$ cat config.mk
export PLATFORM = sky130hd
export DESIGN_NAME = alu_exec
export DESIGN_NICKNAME = d
export VERILOG_FILES = /design/src/rtl/alu_exec.sv
export SDC_FILE = /design/constraint.sdc
export NUM_CORES = 1
export LEC_CHECK = 0
export CAP_MARGIN = 20
export CORE_MARGIN = 2
export CORE_UTILIZATION = 37
export DETAILED_ROUTE_END_ITERATION = 16
export DONT_BUFFER_PORTS = 1
export PLACE_DENSITY_LB_ADDON = 0.15
export SLEW_MARGIN = 20
export SYNTH_ARGS = -nofsm -noshare
export SYNTH_HDL_FRONTEND = slang
export SYNTH_SLANG_ARGS = --single-unit
$ cat constraint.sdc
create_clock -name CLK -period 1.9 [get_ports CLK]
set_clock_uncertainty 0.05 [all_clocks]
set_input_delay 0.38 -clock CLK [delete_from_list [all_inputs] [get_ports CLK]]
set_output_delay 0.38 -clock CLK [all_outputs]
set_load 0.02 [all_outputs]
$ cat src/rtl/alu_exec.sv
// alu_exec: execute stage between register-file read ports and write port, one-cycle write strobe.
// Define ALU_MUL_EN to build op 7 as a W-cycle shift-add multiply; otherwise op 7 is a NOP.
module alu_exec #(
    parameter int unsigned W = 8,
    parameter int unsigned D = 3
) (
    input  logic         CLK,
    input  logic         Reset_n,
    input  logic         Start,
    input  logic [3:0]   Op,
    input  logic [D-1:0] Dest_address,
    input  logic [W-1:0] Operand_0,
    input  logic [W-1:0] Operand_1,
    output logic         Busy,
    output logic         Done,
    output logic         Reg_write_en,
    output logic [D-1:0] Reg_write_address,
    output logic [W-1:0] Reg_write_data,
    output logic         Carry_flag,
    output logic         Zero_flag
);

    localparam logic [1:0] ST_IDLE = 2'd0;
    localparam logic [1:0] ST_WB   = 2'd2;
`ifdef ALU_MUL_EN
    localparam logic [1:0] ST_MUL  = 2'd1;
    localparam int unsigned CW     = (W > 1) ? $clog2(W) : 1;
`endif

    logic [1:0]   state_q;
    logic         done_q;
    logic         we_q;
    logic [D-1:0] waddr_q;
    logic [W-1:0] wdata_q;
    logic         carry_q;
    logic         zero_q;

    logic         accept;
    logic         op_nop;
    logic [W-1:0] alu_res;
    logic         alu_c;
    logic [W:0]   add_w;
    logic [W:0]   sub_w;
    logic [W:0]   shl_w;
    logic [W:0]   shr_w;
    logic [2:0]   shamt;

`ifdef ALU_MUL_EN
    logic          busy_q;
    logic          op_mul;
    logic [CW-1:0] cnt_q;
    logic [W-1:0]  mcand_q;
    logic [W-1:0]  hi_q;
    logic [W-1:0]  lo_q;
    logic [D-1:0]  mdest_q;
    logic [W:0]    step_sum;
    logic [W-1:0]  hi_n;
    logic [W-1:0]  lo_n;

    // Right-shifting accumulator: lo holds the unconsumed multiplier bits, then the low product.
    assign step_sum = {1'b0, hi_q} + (lo_q[0] ? {1'b0, mcand_q} : '0);
    assign hi_n     = step_sum[W:1];
    assign lo_n     = {step_sum[0], lo_q[W-1:1]};

    assign Busy   = busy_q;
    assign accept = Start && !busy_q;
`else
    assign Busy   = 1'b0;
    assign accept = Start;
`endif

    assign shamt = Operand_1[2:0];
    assign add_w = {1'b0, Operand_0} + {1'b0, Operand_1};
    assign sub_w = {1'b0, Operand_0} - {1'b0, Operand_1};
    // Spare bit on the far side of each shift catches the last bit shifted out.
    assign shl_w = {1'b0, Operand_0} << shamt;
    assign shr_w = {Operand_0, 1'b0} >> shamt;

    always_comb begin
        alu_res = '0;
        alu_c   = 1'b0;
        op_nop  = 1'b0;
`ifdef ALU_MUL_EN
        op_mul  = 1'b0;
`endif
        case (Op)
            4'd0: begin
                alu_res = add_w[W-1:0];
                alu_c   = add_w[W];
            end
            4'd1: begin
                alu_res = sub_w[W-1:0];
                alu_c   = sub_w[W];
            end
            4'd2: alu_res = Operand_0 & Operand_1;
            4'd3: alu_res = Operand_0 | Operand_1;
            4'd4: alu_res = Operand_0 ^ Operand_1;
            4'd5: begin
                alu_res = shl_w[W-1:0];
                alu_c   = shl_w[W];
            end
            4'd6: begin
                alu_res = shr_w[W:1];
                alu_c   = shr_w[0];
            end
`ifdef ALU_MUL_EN
            4'd7: op_mul = 1'b1;
`endif
            4'd8: alu_res = Operand_1;
            default: op_nop = 1'b1;
        endcase
    end

    always_ff @(posedge CLK or negedge Reset_n) begin
        if (!Reset_n) begin
            state_q <= ST_IDLE;
            done_q  <= 1'b0;
            we_q    <= 1'b0;
            waddr_q <= '0;
            wdata_q <= '0;
            carry_q <= 1'b0;
            zero_q  <= 1'b0;
`ifdef ALU_MUL_EN
            busy_q  <= 1'b0;
            cnt_q   <= '0;
            mcand_q <= '0;
            hi_q    <= '0;
            lo_q    <= '0;
            mdest_q <= '0;
`endif
        end else begin
            done_q <= 1'b0;
            we_q   <= 1'b0;
            case (state_q)
`ifdef ALU_MUL_EN
                ST_MUL: begin
                    hi_q  <= hi_n;
                    lo_q  <= lo_n;
                    cnt_q <= cnt_q - CW'(1);
                    if (cnt_q == '0) begin
                        state_q <= ST_WB;
                        busy_q  <= 1'b0;
                        done_q  <= 1'b1;
                        we_q    <= 1'b1;
                        waddr_q <= mdest_q;
                        wdata_q <= lo_n;
                        carry_q <= |hi_n;
                        zero_q  <= (lo_n == '0);
                    end
                end
`endif
                // IDLE and WB share the accept path so WB can issue back-to-back.
                default: begin
                    state_q <= ST_IDLE;
                    if (accept) begin
`ifdef ALU_MUL_EN
                        if (op_mul) begin
                            state_q <= ST_MUL;
                            busy_q  <= 1'b1;
                            cnt_q   <= CW'(W - 1);
                            mcand_q <= Operand_0;
                            hi_q    <= '0;
                            lo_q    <= Operand_1;
                            mdest_q <= Dest_address;
                        end else
`endif
                        begin
                            state_q <= ST_WB;
                            done_q  <= 1'b1;
                            if (!op_nop) begin
                                we_q    <= 1'b1;
                                waddr_q <= Dest_address;
                                wdata_q <= alu_res;
                                carry_q <= alu_c;
                                zero_q  <= (alu_res == '0);
                            end
                        end
                    end
                end
            endcase
        end
    end

    assign Done              = done_q;
    assign Reg_write_en      = we_q;
    assign Reg_write_address = waddr_q;
    assign Reg_write_data    = wdata_q;
    assign Carry_flag        = carry_q;
    assign Zero_flag         = zero_q;

endmodule

Word-level counts from Yosys, hierarchy flattened

Cells that the tools add are included.

Output and inout bits: 16
Bits in registers: 15
Bits of input ports: 26

Equality and inequality tests: 7
Bitwise logic cells: 3
Shift-type cells: 2
Multiplexer cells: 5
Reductions and logical operators: 4
Add/subtract/negate cells: 2

Operators by type and width:

| kind                                                             | count |
|---|---|
| 8-bit case mux with 8 select lines                               | 1 |
| 4-bit by 3-bit == test with 1-bit output (second input constant) | 3 |
| 8-bit by 8-bit adder with 9-bit output                           | 1 |
| 8-bit by 3-bit left shift with 9-bit output                      | 1 |
| 9-bit by 3-bit right shift with 9-bit output                     | 1 |
| 8-bit by 8-bit subtractor with 9-bit output                      | 1 |
| 8-bit bitwise AND                                                | 1 |
| 4-bit by 2-bit == test with 1-bit output (second input constant) | 2 |
| 8-bit logical NOT                                                | 1 |
| 8-bit OR                                                         | 1 |
| 8-bit OR reduction                                               | 1 |
| 8-bit XOR                                                        | 1 |
| 4-bit by 1-bit == test with 1-bit output (second input constant) | 1 |
| 4-bit == test (second input constant)                            | 1 |
| 4-bit logical NOT                                                | 1 |
| 1-bit case mux with 4 select lines                               | 1 |
| 1-bit 2-to-1 mux                                                 | 3 |
| 2-bit AND reduction                                              | 1 |

Logic depth before layout (Yosys ltp)

Gate-level depths: netlist of the first run.

Word-level depth: 4
Gate-level depth with buffers: 11
Gate-level depth less buffers: 10

Least setup slack after synthesis of the first run

Ideal clock, no wire load.

Kind: in2reg
Start point: in Operand_1[1]
End point: reg wdata_q[7], in the netlist Reg_write_data[7]
Stages: 11
Buffers on the path: 2
Path slack: -1004 ps
Data arrival time: 2730 ps
Library setup time: 125 ps
Path through: buf_2 clkbuf_1 inv_1 ha_1 o21ba_2 nor4_1 a221oi_1 a221oi_1 o221ai_1 a21o_1 mux2_2

Cells in the longest elaborated chain, start to end: 2
Elaborated cells on any way between the ends: 5
Classes of those cells: add/sub (2); shift (2); mux (1)

RTL lines:

| item                                                                | line | RTL |
|---|---|---|
| from (decl)                                                         | 13   | `input logic [W-1:0] Operand_1,` |
| 8-bit by 8-bit subtractor with 9-bit output (tied with other cells) | 74   | `assign sub_w = {1'b0, Operand_0} - {1'b0, Operand_1};` |
| 8-bit case mux with 8 select lines *                                | 86   | `case (Op)` |
| to (signal assigned)                                                | 173  | `wdata_q <= alu_res;` |
| to (decl)                                                           | 34   | `logic [W-1:0] wdata_q;` |

Mark *: on every way between the ends. The rest lies on a longest branch, timed or not.
A chain may end at the register's enable or synchronous reset.

Worst setup path after layout of the first run

Start point: in Operand_0[1]
End point: reg wdata_q[7], in the netlist Reg_write_data[7]

Cells in the longest elaborated chain, start to end: 2
Elaborated cells on any way between the ends: 5
Classes of those cells: add/sub (2); shift (2); mux (1)

RTL lines:

| item                                                                | line | RTL |
|---|---|---|
| from (decl)                                                         | 12   | `input logic [W-1:0] Operand_0,` |
| 8-bit by 8-bit subtractor with 9-bit output (tied with other cells) | 74   |  |
| 8-bit case mux with 8 select lines *                                | 86   |  |

Marks and branches as above.

==> out/qor.yml, run 1 <==
violations: "negative setup slack"
critPathKind: "in2reg"
drive_above_1_share: 0.327
cts_tree: "yes"
clock-sinks: 15
cts_buffer_depth: 2
reg2reg_from: "Reg_write_data[6]$_DFFE_PN0P_"
finalMaxSlewViolations: 0
max_freq_mhz: 464
synthAdderAreaFrac: 0.155
routedWlPerCell_um: 19.1
ys_ff_latch: 15
period_minus_slack_ns: 2.15
vias: 2433
dp_hpwl_mm: 5.88
fin_nets: 382
grt_pass1_wl_mm: 12.2
synthMuxAreaShare: 0.146
hp-class: "in2reg"
synthXorXnorAreaFrac: 0.00371
crit_chain: "clkinvlp_4 -> ha_4 -> o21ba_4 -> nor4_4 -> a221oi_4 -> a221oi_2 -> o221ai_1 -> a21o_1 -> mux2_4"
required_ns: 1.98
worst_slack_ns: -0.253
clk_pin_slew_worst_paths_ns: 0.05
cp_num_cells: 9
synth_warnings: 0
path_buf_inv: 1
synth_top_family_by_area: "compound AO/OA/AOI/OAI gates"
holdWs_ns: 0.111
floorplan.die_area_um2: 7040
drt-pass1-iter-count: 5
yosys-top-cells-area: "dfrtp_1 (16%), ha_1 (14%), mux4_2 (6.7%), mux2i_1 (5.1%), nand2_1 (4.3%)"
rows: 29
hold_viol: 0
overflow: 0
first_global_vias: 2288
cp_top_family: "compound AO/OA/AOI/OAI gates"
min-delay-start: "Start"
routed_via_density: 6.02
cts_root_buf: "clkbuf_8"
syn2layout_area_growth_pct: 30.6
synth_area_um2: 2360
p_leak_nw: 1.39
async_flop_share: 1.00
cap_violations: 0
path_max_fanout: 11
setup_violations: 6
synth_cell_types: 64
grt_usage: 0.217
cp-start-kind: "input pin"
synth_edf_count: 0
ys_seq_area_frac: 0.159
synth_top_area_share: 0.159
h-tree-depth: 1
power_density_nw_per_um2: 443
finalCritPeriodShare: 1.13
rsz0062_at_grt: "true"
synth_common_cells: "nand2_1 (27), ha_1 (26), inv_1 (25)"
ir_drop_v: 0.000537
synthFlopType: "dfrtp_1"
die_y_um: 83.9
max_slew_margin: 0.573
synth_top_area_cell: "dfrtp_1"
place_ws_ns: -0.590
tightest_slew_ns: 0.639
diodes: 0
initial_core_util: 0.376
synth-compound-area-share: 0.290
top_level_ports: 42
chipWidth_um: 83.9
synth.most_common_cell: "nand2_1"
first_iter_violations: 269
status: "finished with violations"
io_buffer_count: 0
remaining_drc_errors: 0
gp_congestion: 0.949
syn_inst: 288
cts_made_buffers: 3
clk_latency_ns: 0.24
wl_mm: 7.72
grt_antenna_before_repair: 0
min_delay_path_depth: 0
syn_nets: 342
slowest_delay_ns: 0.32
cp_slowest_cell: "nor4_4"
syn_area_per_cell_um2: 8.20
synth-simple-area-share: 0.166
endpoint_kind: "flop"
core_um2: 6280
arrival_ns: 2.23
rr_worst_depth: 1
grt_max_degree: 27
cp-startpoint: "Operand_0[1]"
antenna_left: 0
metrics by stage:
step | util | total power, mW | std cells | area [um2] | TNS [ns]
floorplan | - | 0.874 | 288 | 2470 | -1.98
global placement | 0.447 | 1.02 | 397 | 2810 | -3.19
detailed placement | 0.447 | 1.02 | 397 | 2810 | -3.22
CTS | 0.478 | 1.34 | 403 | 3000 | -0.705
global route | 0.492 | 1.45 | 404 | 3090 | -1.49
finish | 0.492 | 1.37 | 404 | 3090 | -0.975
sequential cells by signal, indices dropped and copies added (netlist names):
register and cells:
Carry_flag 1, Reg_write_address 3, Reg_write_en 1, Reg_write_data 8
Zero_flag 1, Done 1
cells in the final DEF, fill, tap and decap left out, types with 4 or more instances in the layout:
cell      instances
nor3_1            7
o221ai_1          5
nor2_1           19
mux4_2            7
a21oi_1          14
dfrtp_1          15
nor2b_1           5
a22oi_1           4
ha_4              6
inv_1            22
a221o_1           4
o21ai_0           4
ha_1             19
o211ai_1          5
nand2_1          27
a21o_1            5
mux2i_1          12
buf_4            51
nand3_1           6
where the power goes:
group | switching, mW | leakage, nW | total (mW) | internal (mW)
Combinational | 0.310 | 1.18 | 0.652 | 0.341
Clock | 0.100 | 0.0228 | 0.249 | 0.148
Sequential | 0.0965 | 0.190 | 0.467 | 0.370
Total | 0.507 | 1.39 | 1.37 | 0.860
repair_timing:
item,4_1_cts,5_1_grt
endpoints found under the setup margin,6,8
pin swaps,11,14
gates cloned,0,0
buffers inserted,1,1
hold endpoints to repair,15,0
resized for setup,22,19
hold buffers,1,0
cell families (layout without fill, tap and decap cells):
kind of cell | after synthesis | in the layout
compound gates | 91 | 91
xor+xnor | 1 | 1
fa+ha+maj | 28 | 28
buf+inv | 46 | 85
flops | 15 | 15
mux | 25 | 25
other cells | 1 | 1
simple gates | 81 | 81
final timing paths:
check	endpoint	slack, ns
max	Reg_write_data[7]$_DFFE_PN0P_	-0.25
min	Done$_DFF_PN0_	0.11
max reg2reg	Reg_write_data[6]$_DFFE_PN0P_	0.99
min reg2reg	Reg_write_address[0]$_DFFE_PN0P_	0.56
max in group asynchronous	Reg_write_en$_DFF_PN0_	0.84
min in group asynchronous	Reg_write_data[4]$_DFFE_PN0P_	0.55
area by class of cell:
type                            count  area [um2]
Clock buffer                        4        45.0
Inverter                           28         131
Fill cell                         628        3190
Timing Repair Buffer               53         404
Multi-Input combinational cell    227        2030
Tap cell                           77        96.3
Sequential cell                    15         375
routing by layer:
metal	track usage	up-vias	share of wire
li1	-	1156	-
met1	0.297	1157	0.44
met2	0.349	108	0.48
met3	0.0267	12	0.058
met4	0.0806	0	0.023
met5	0	-	0
(Power assumes the default switching activity.)
==> run 2, diff against run 1 <==
Settings changed: PLACE_DENSITY from default to 0.49, PLACE_DENSITY_LB_ADDON 0.15 to default.
==> run 2 against run 1 <==
Against the previous run:
- global-route usage down 0.25 points
- highest routed layer unchanged
- fmax increased by 1.8%
- combinational power decreased by 3.1%
- critical path type unchanged
- largest power group unchanged
- power shrank 1.6%
- sequential share of layout area increased by 0.23 points
- register-to-register slack about the same
- the run still ends with negative setup slack left
- final area fell by 1.9%
==> out/qor.yml, run 2 (same netlist as run 1, synthesis figures left out) <==
reg2reg_from: "Reg_write_data[6]$_DFFE_PN0P_"
hold_end: "Done$_DFF_PN0_"
first_global_vias: 2250
cts_buffer_depth: 2
hp-class: "in2reg"
finalPower_mw: 1.35
wl_mm: 7.67
seqPwrFrac: 0.347
clk_latency_ns: 0.24
critPathKind: "in2reg"
rrSetupSlack_ns: 0.99
arrival_ns: 2.21
setup_violations: 6
clk_pin_slew_worst_paths_ns: 0.06
antenna_left: 0
required_ns: 2.00
cp-start-kind: "input pin"
drive_above_1_share: 0.317
max_freq_mhz: 473
chipWidth_um: 83.9
cp_slowest_cell: "fa_2"
setup_tns_ns: -0.737
switching_share: 0.374
min_delay_path_depth: 0
max_slew_margin: 0.544
routedWlPerCell_um: 19.1
grt_antenna_before_repair: 0
combPwrFrac: 0.470
floorplan.die_area_um2: 7040
hold_viol: 0
layout_common_cells: "buf_4 (50), nand2_1 (27), inv_1 (23), ha_1 (20), nor2_1 (19)"
grt_pass1_wl_mm: 12.2
routed_via_density: 6.00
layout_commonest_cell: "buf_4"
top_level_ports: 42
rr_worst_depth: 1
largest_reg_flops: 8
grt_max_degree: 27
p_leak_nw: 1.39
drt-pass1-iter-count: 5
syn2layout_area_growth_pct: 28.2
cts_made_buffers: 3
cts_tree: "yes"
crit_chain: "inv_12 -> ha_4 -> fa_2 -> nand2_1 -> o211ai_1 -> o221ai_1 -> or4_4 -> nor2_2 -> nand4_1 -> o41ai_2"
cap_violations: 0
period_minus_slack_ns: 2.11
switching_power_uw: 503
worst_slack_ns: -0.215
clock-sinks: 15
grt_usage: 0.215
path_max_fanout: 6
diodes: 0
first_iter_violations: 205
dp_hpwl_mm: 6.01
core_um2: 6280
finalCritPeriodShare: 1.11
io_buffer_count: 0
cts_root_buf: "clkbuf_8"
rows: 29
cp_top_family: "simple AND/OR/NAND/NOR gates"
endpoint_kind: "flop"
reg2reg_to: "Reg_write_data[6]$_DFFE_PN0P_"
holdWs_ns: 0.117
remaining_drc_errors: 0
ir_drop_v: 0.000623
vias: 2410
die_y_um: 83.9
path_buf_inv: 1
status: "finished with violations"
rsz0062_at_grt: "true"
h-tree-depth: 1
p_int_uw: 842
min-delay-start: "Start"
post_cts_buffers: 0
initial_core_util: 0.376
finalMaxSlewViolations: 0
clkPwrFrac: 0.183
power_density_nw_per_um2: 444
place_ws_ns: -0.588
overflow: 0
fin_nets: 380
slowest_delay_ns: 0.51
gp_congestion: 0.920
violations: "negative setup slack"
tightest_slew_ns: 0.678
## run 2: through the flow
| stage | instances | instance area [um2] | utilization |
|---|---|---|---|
| after global placement | 397 | 2810 | 0.447 |
| after CTS | 402 | 2950 | 0.469 |
| after floorplan | 288 | 2470 | - |
| after global routing | 402 | 3030 | 0.482 |
| final | 402 | 3030 | 0.482 |
| after detailed placement | 397 | 2810 | 0.447 |
## run 2: worst max path at each step
stage | from | end | slack [ns] | cells after the start
global route | Operand_0[0] | Zero_flag$_DFFE_PN0P_ | -0.35 | 10
floorplan | Operand_1[1] | Reg_write_data[7]$_DFFE_PN0P_ | -0.50 | 11
global placement | Operand_0[0] | Zero_flag$_DFFE_PN0P_ | -0.55 | 10
CTS | Operand_0[0] | Zero_flag$_DFFE_PN0P_ | -0.22 | 10
finish | Operand_0[0] | Zero_flag$_DFFE_PN0P_ | -0.21 | 10
detailed placement | Operand_0[0] | Zero_flag$_DFFE_PN0P_ | -0.59 | 10
## run 2: layout make-up
class                      instances  area (um2)
fill                             617        3250
multi-input combinational        227        2000
timing repair buffer              51         385
sequential                        15         375
inverter                          28         128
tap                               77        96.3
clock buffer                       3        41.3
clock inverter                     1        5.00
## run 2: power by group through the flow
stage               Combinational, mW  Clock [mW]  Sequential [mW]
global route                    0.687       0.263            0.475
finish                          0.632       0.247            0.466
CTS                             0.589       0.250            0.468
detailed placement              0.547           0            0.474
global placement                0.548           0            0.473
floorplan                       0.410           0            0.464
## run 2: timing repair
item	4_1_cts	5_1_grt
pin swaps	12	11
hold buffers	1	0
resized for setup	17	18
endpoints found under the setup margin	7	7
endpoints found under the hold margin	15	0
## run 2: metal layers
layer / global-route usage / part of all wire / vias to the layer above
met5: 0 / 0 / -
met4: 0.0367 / 0.012 / 0
met3: 0.0277 / 0.072 / 8
met2: 0.361 / 0.48 / 100
met1: 0.297 / 0.43 / 1152
li1: - / - / 1150
==> run 3, diff against run 2 <==
--- a/config.mk
+++ b/config.mk
@@ -7,2 +7,3 @@
 export LEC_CHECK = 0
+export ABC_AREA = 0
 export CAP_MARGIN = 20
==> constraint.sdc (replaced) <==
create_clock -name CLK -period 1.9 [get_ports CLK]
set_clock_uncertainty 0.05 [all_clocks]
set_input_delay 0.57 -clock CLK [delete_from_list [all_inputs] [get_ports CLK]]
set_output_delay 0.57 -clock CLK [all_outputs]
set_load 0.02 [all_outputs]
==> run 3 against run 2 <==
Against the previous run:
- flip-flop and latch count stayed put
- critical path depth unchanged
- sequential share of layout area decreased by 0.52 points
- global-route usage increased by 1.8 points
- sequential power barely moved
- final cell count rose by 2.5%
- clock power increased by 2%
- largest power group unchanged
- non-clock buffer count increased by 10
- the run still ends with negative setup slack left
- first-iteration DRC count shrank 25%
- setup slack lost 0.18 ns
- critical path type unchanged
- wire length increased by 6.1%
- count of clock-buffer cells in the layout is the same
==> out/qor.yml, run 3 (same netlist as run 1, synthesis figures left out) <==
core_um2: 6280
n_fill_cell: 615
routed_via_density: 5.99
grt_usage: 0.233
overflow: 0
max_freq_mhz: 435
finalCritPeriodShare: 1.21
antenna_left: 0
syn2layout_area_growth_pct: 33.8
wl_mm: 8.14
layout_commonest_cell: "buf_4"
h-tree-depth: 1
vias: 2468
cap_violations: 0
worst_slack_ns: -0.399
grt_pass1_wl_mm: 13.2
initial_core_util: 0.376
routedWlPerCell_um: 19.8
gp_congestion: 0.871
layout_common_cells: "buf_4 (59), nand2_1 (27), inv_1 (22), ha_1 (19), nor2_1 (18)"
period_minus_slack_ns: 2.30
tightest_slew_ns: 0.657
cts_buffer_depth: 2
cts_made_buffers: 3
ir_drop_v: 0.000494
die_y_um: 83.9
cts_tree: "yes"
diodes: 0
power_density_nw_per_um2: 441
cts_root_buf: "clkbuf_8"
finalPower_mw: 1.40
largest_reg_flops: 8
grt_antenna_before_repair: 0
rsz0062_at_grt: "true"
place_ws_ns: -0.801
floorplan.die_area_um2: 7040
arrival_ns: 2.40
setup_violations: 9
endpoint_kind: "flop"
dp_hpwl_mm: 6.18
violations: "negative setup slack"
regArea_um2: 375
first_iter_violations: 153
clock-sinks: 15
path_max_fanout: 6
drt-pass1-iter-count: 4
remaining_drc_errors: 0
cp-start-kind: "input pin"
multiInputGateArea_um2: 2050
grt_max_degree: 27
hp-class: "in2reg"
critPathKind: "in2reg"
finalMaxSlewViolations: 0
fin_nets: 390
required_ns: 2.00
clk_latency_ns: 0.24
chipWidth_um: 83.9
io_buffer_count: 0
hold_viol: 0
first_global_vias: 2468
top_level_ports: 42
p_leak_nw: 1.45
max_slew_margin: 0.561
clk_pin_slew_worst_paths_ns: 0.06
rows: 29
drive_above_1_share: 0.367
status: "finished with violations"
## run 3: changes by cell type in the layout (fill, tap and decap cells not counted), sizes merged
cell,change
buf,+10
inv,-1
clkinvlp,+1
## run 3: report_power, final
part / internal, mW / switching [mW] / leakage (nW)
sequential: 0.370 / 0.0956 / 0.190
clock: 0.145 / 0.106 / 0.0255
combinational: 0.361 / 0.317 / 1.23
total: 0.876 / 0.519 / 1.45
## run 3: final timing paths
| kind | from | to | slack (ns) | cells past startpoint |
|---|---|---|---|---|
| min in group asynchronous | Reset_n | Done$_DFF_PN0_ | 0.75 | 1 |
| min | Start | Done$_DFF_PN0_ | 0.30 | 0 |
| min reg2reg | Reg_write_address[0]$_DFFE_PN0P_ | Reg_write_address[0]$_DFFE_PN0P_ | 0.56 | 2 |
| max reg2reg | Reg_write_data[5]$_DFFE_PN0P_ | Reg_write_data[5]$_DFFE_PN0P_ | 0.99 | 1 |
| max in group asynchronous | Reset_n | Reg_write_address[2]$_DFFE_PN0P_ | 0.63 | 1 |
| max | Operand_0[0] | Zero_flag$_DFFE_PN0P_ | -0.40 | 10 |
## run 3: metal layers
metal  vias up  wire length (um)  track usage
li1       1172                 -            -
met1      1205              3670        0.320
met2        81              3870        0.386
met3        10               451       0.0307
met4         0               147       0.0601
met5         -                 0            0
## run 3: area by class of cell
cell class	instances	share of cell area
multi-input combinational	227	0.647
timing repair buffer	61	0.147
sequential	15	0.119
inverter	28	0.0420
tap	77	0.0305
clock buffer	3	0.0131
clock inverter	1	0.00158
## run 3: through the flow
step	cells	setup TNS, ns	hold WS [ns]	util	instance area (um2)
2_1_floorplan	288	-3.52	0.224	-	2500
3_3_place_gp	404	-4.97	0.225	0.459	2880
3_5_place_dp	404	-5.02	0.225	0.459	2880
4_1_cts	411	-2.03	0.296	0.495	3110
5_1_grt	412	-2.80	0.292	0.503	3160
6_report	412	-1.98	0.301	0.503	3160
## run 3: worst max-delay path, stage by stage
cell and delay (ns):
inv_12 0.02, ha_4 0.15, fa_2 0.51, nand2_1 0.05, o211ai_1 0.09, o221ai_2 0.13, or4_4 0.44, nor2_2 0.10
nand4_1 0.14, o41ai_2 0.21
## run 3: what timing repair did
action,CTS,global route
pin swaps,14,10
hold endpoints to repair,15,0
buffers inserted,2,1
gates resized for setup,30,11
hold buffers,1,0
endpoints found under the setup margin,9,10
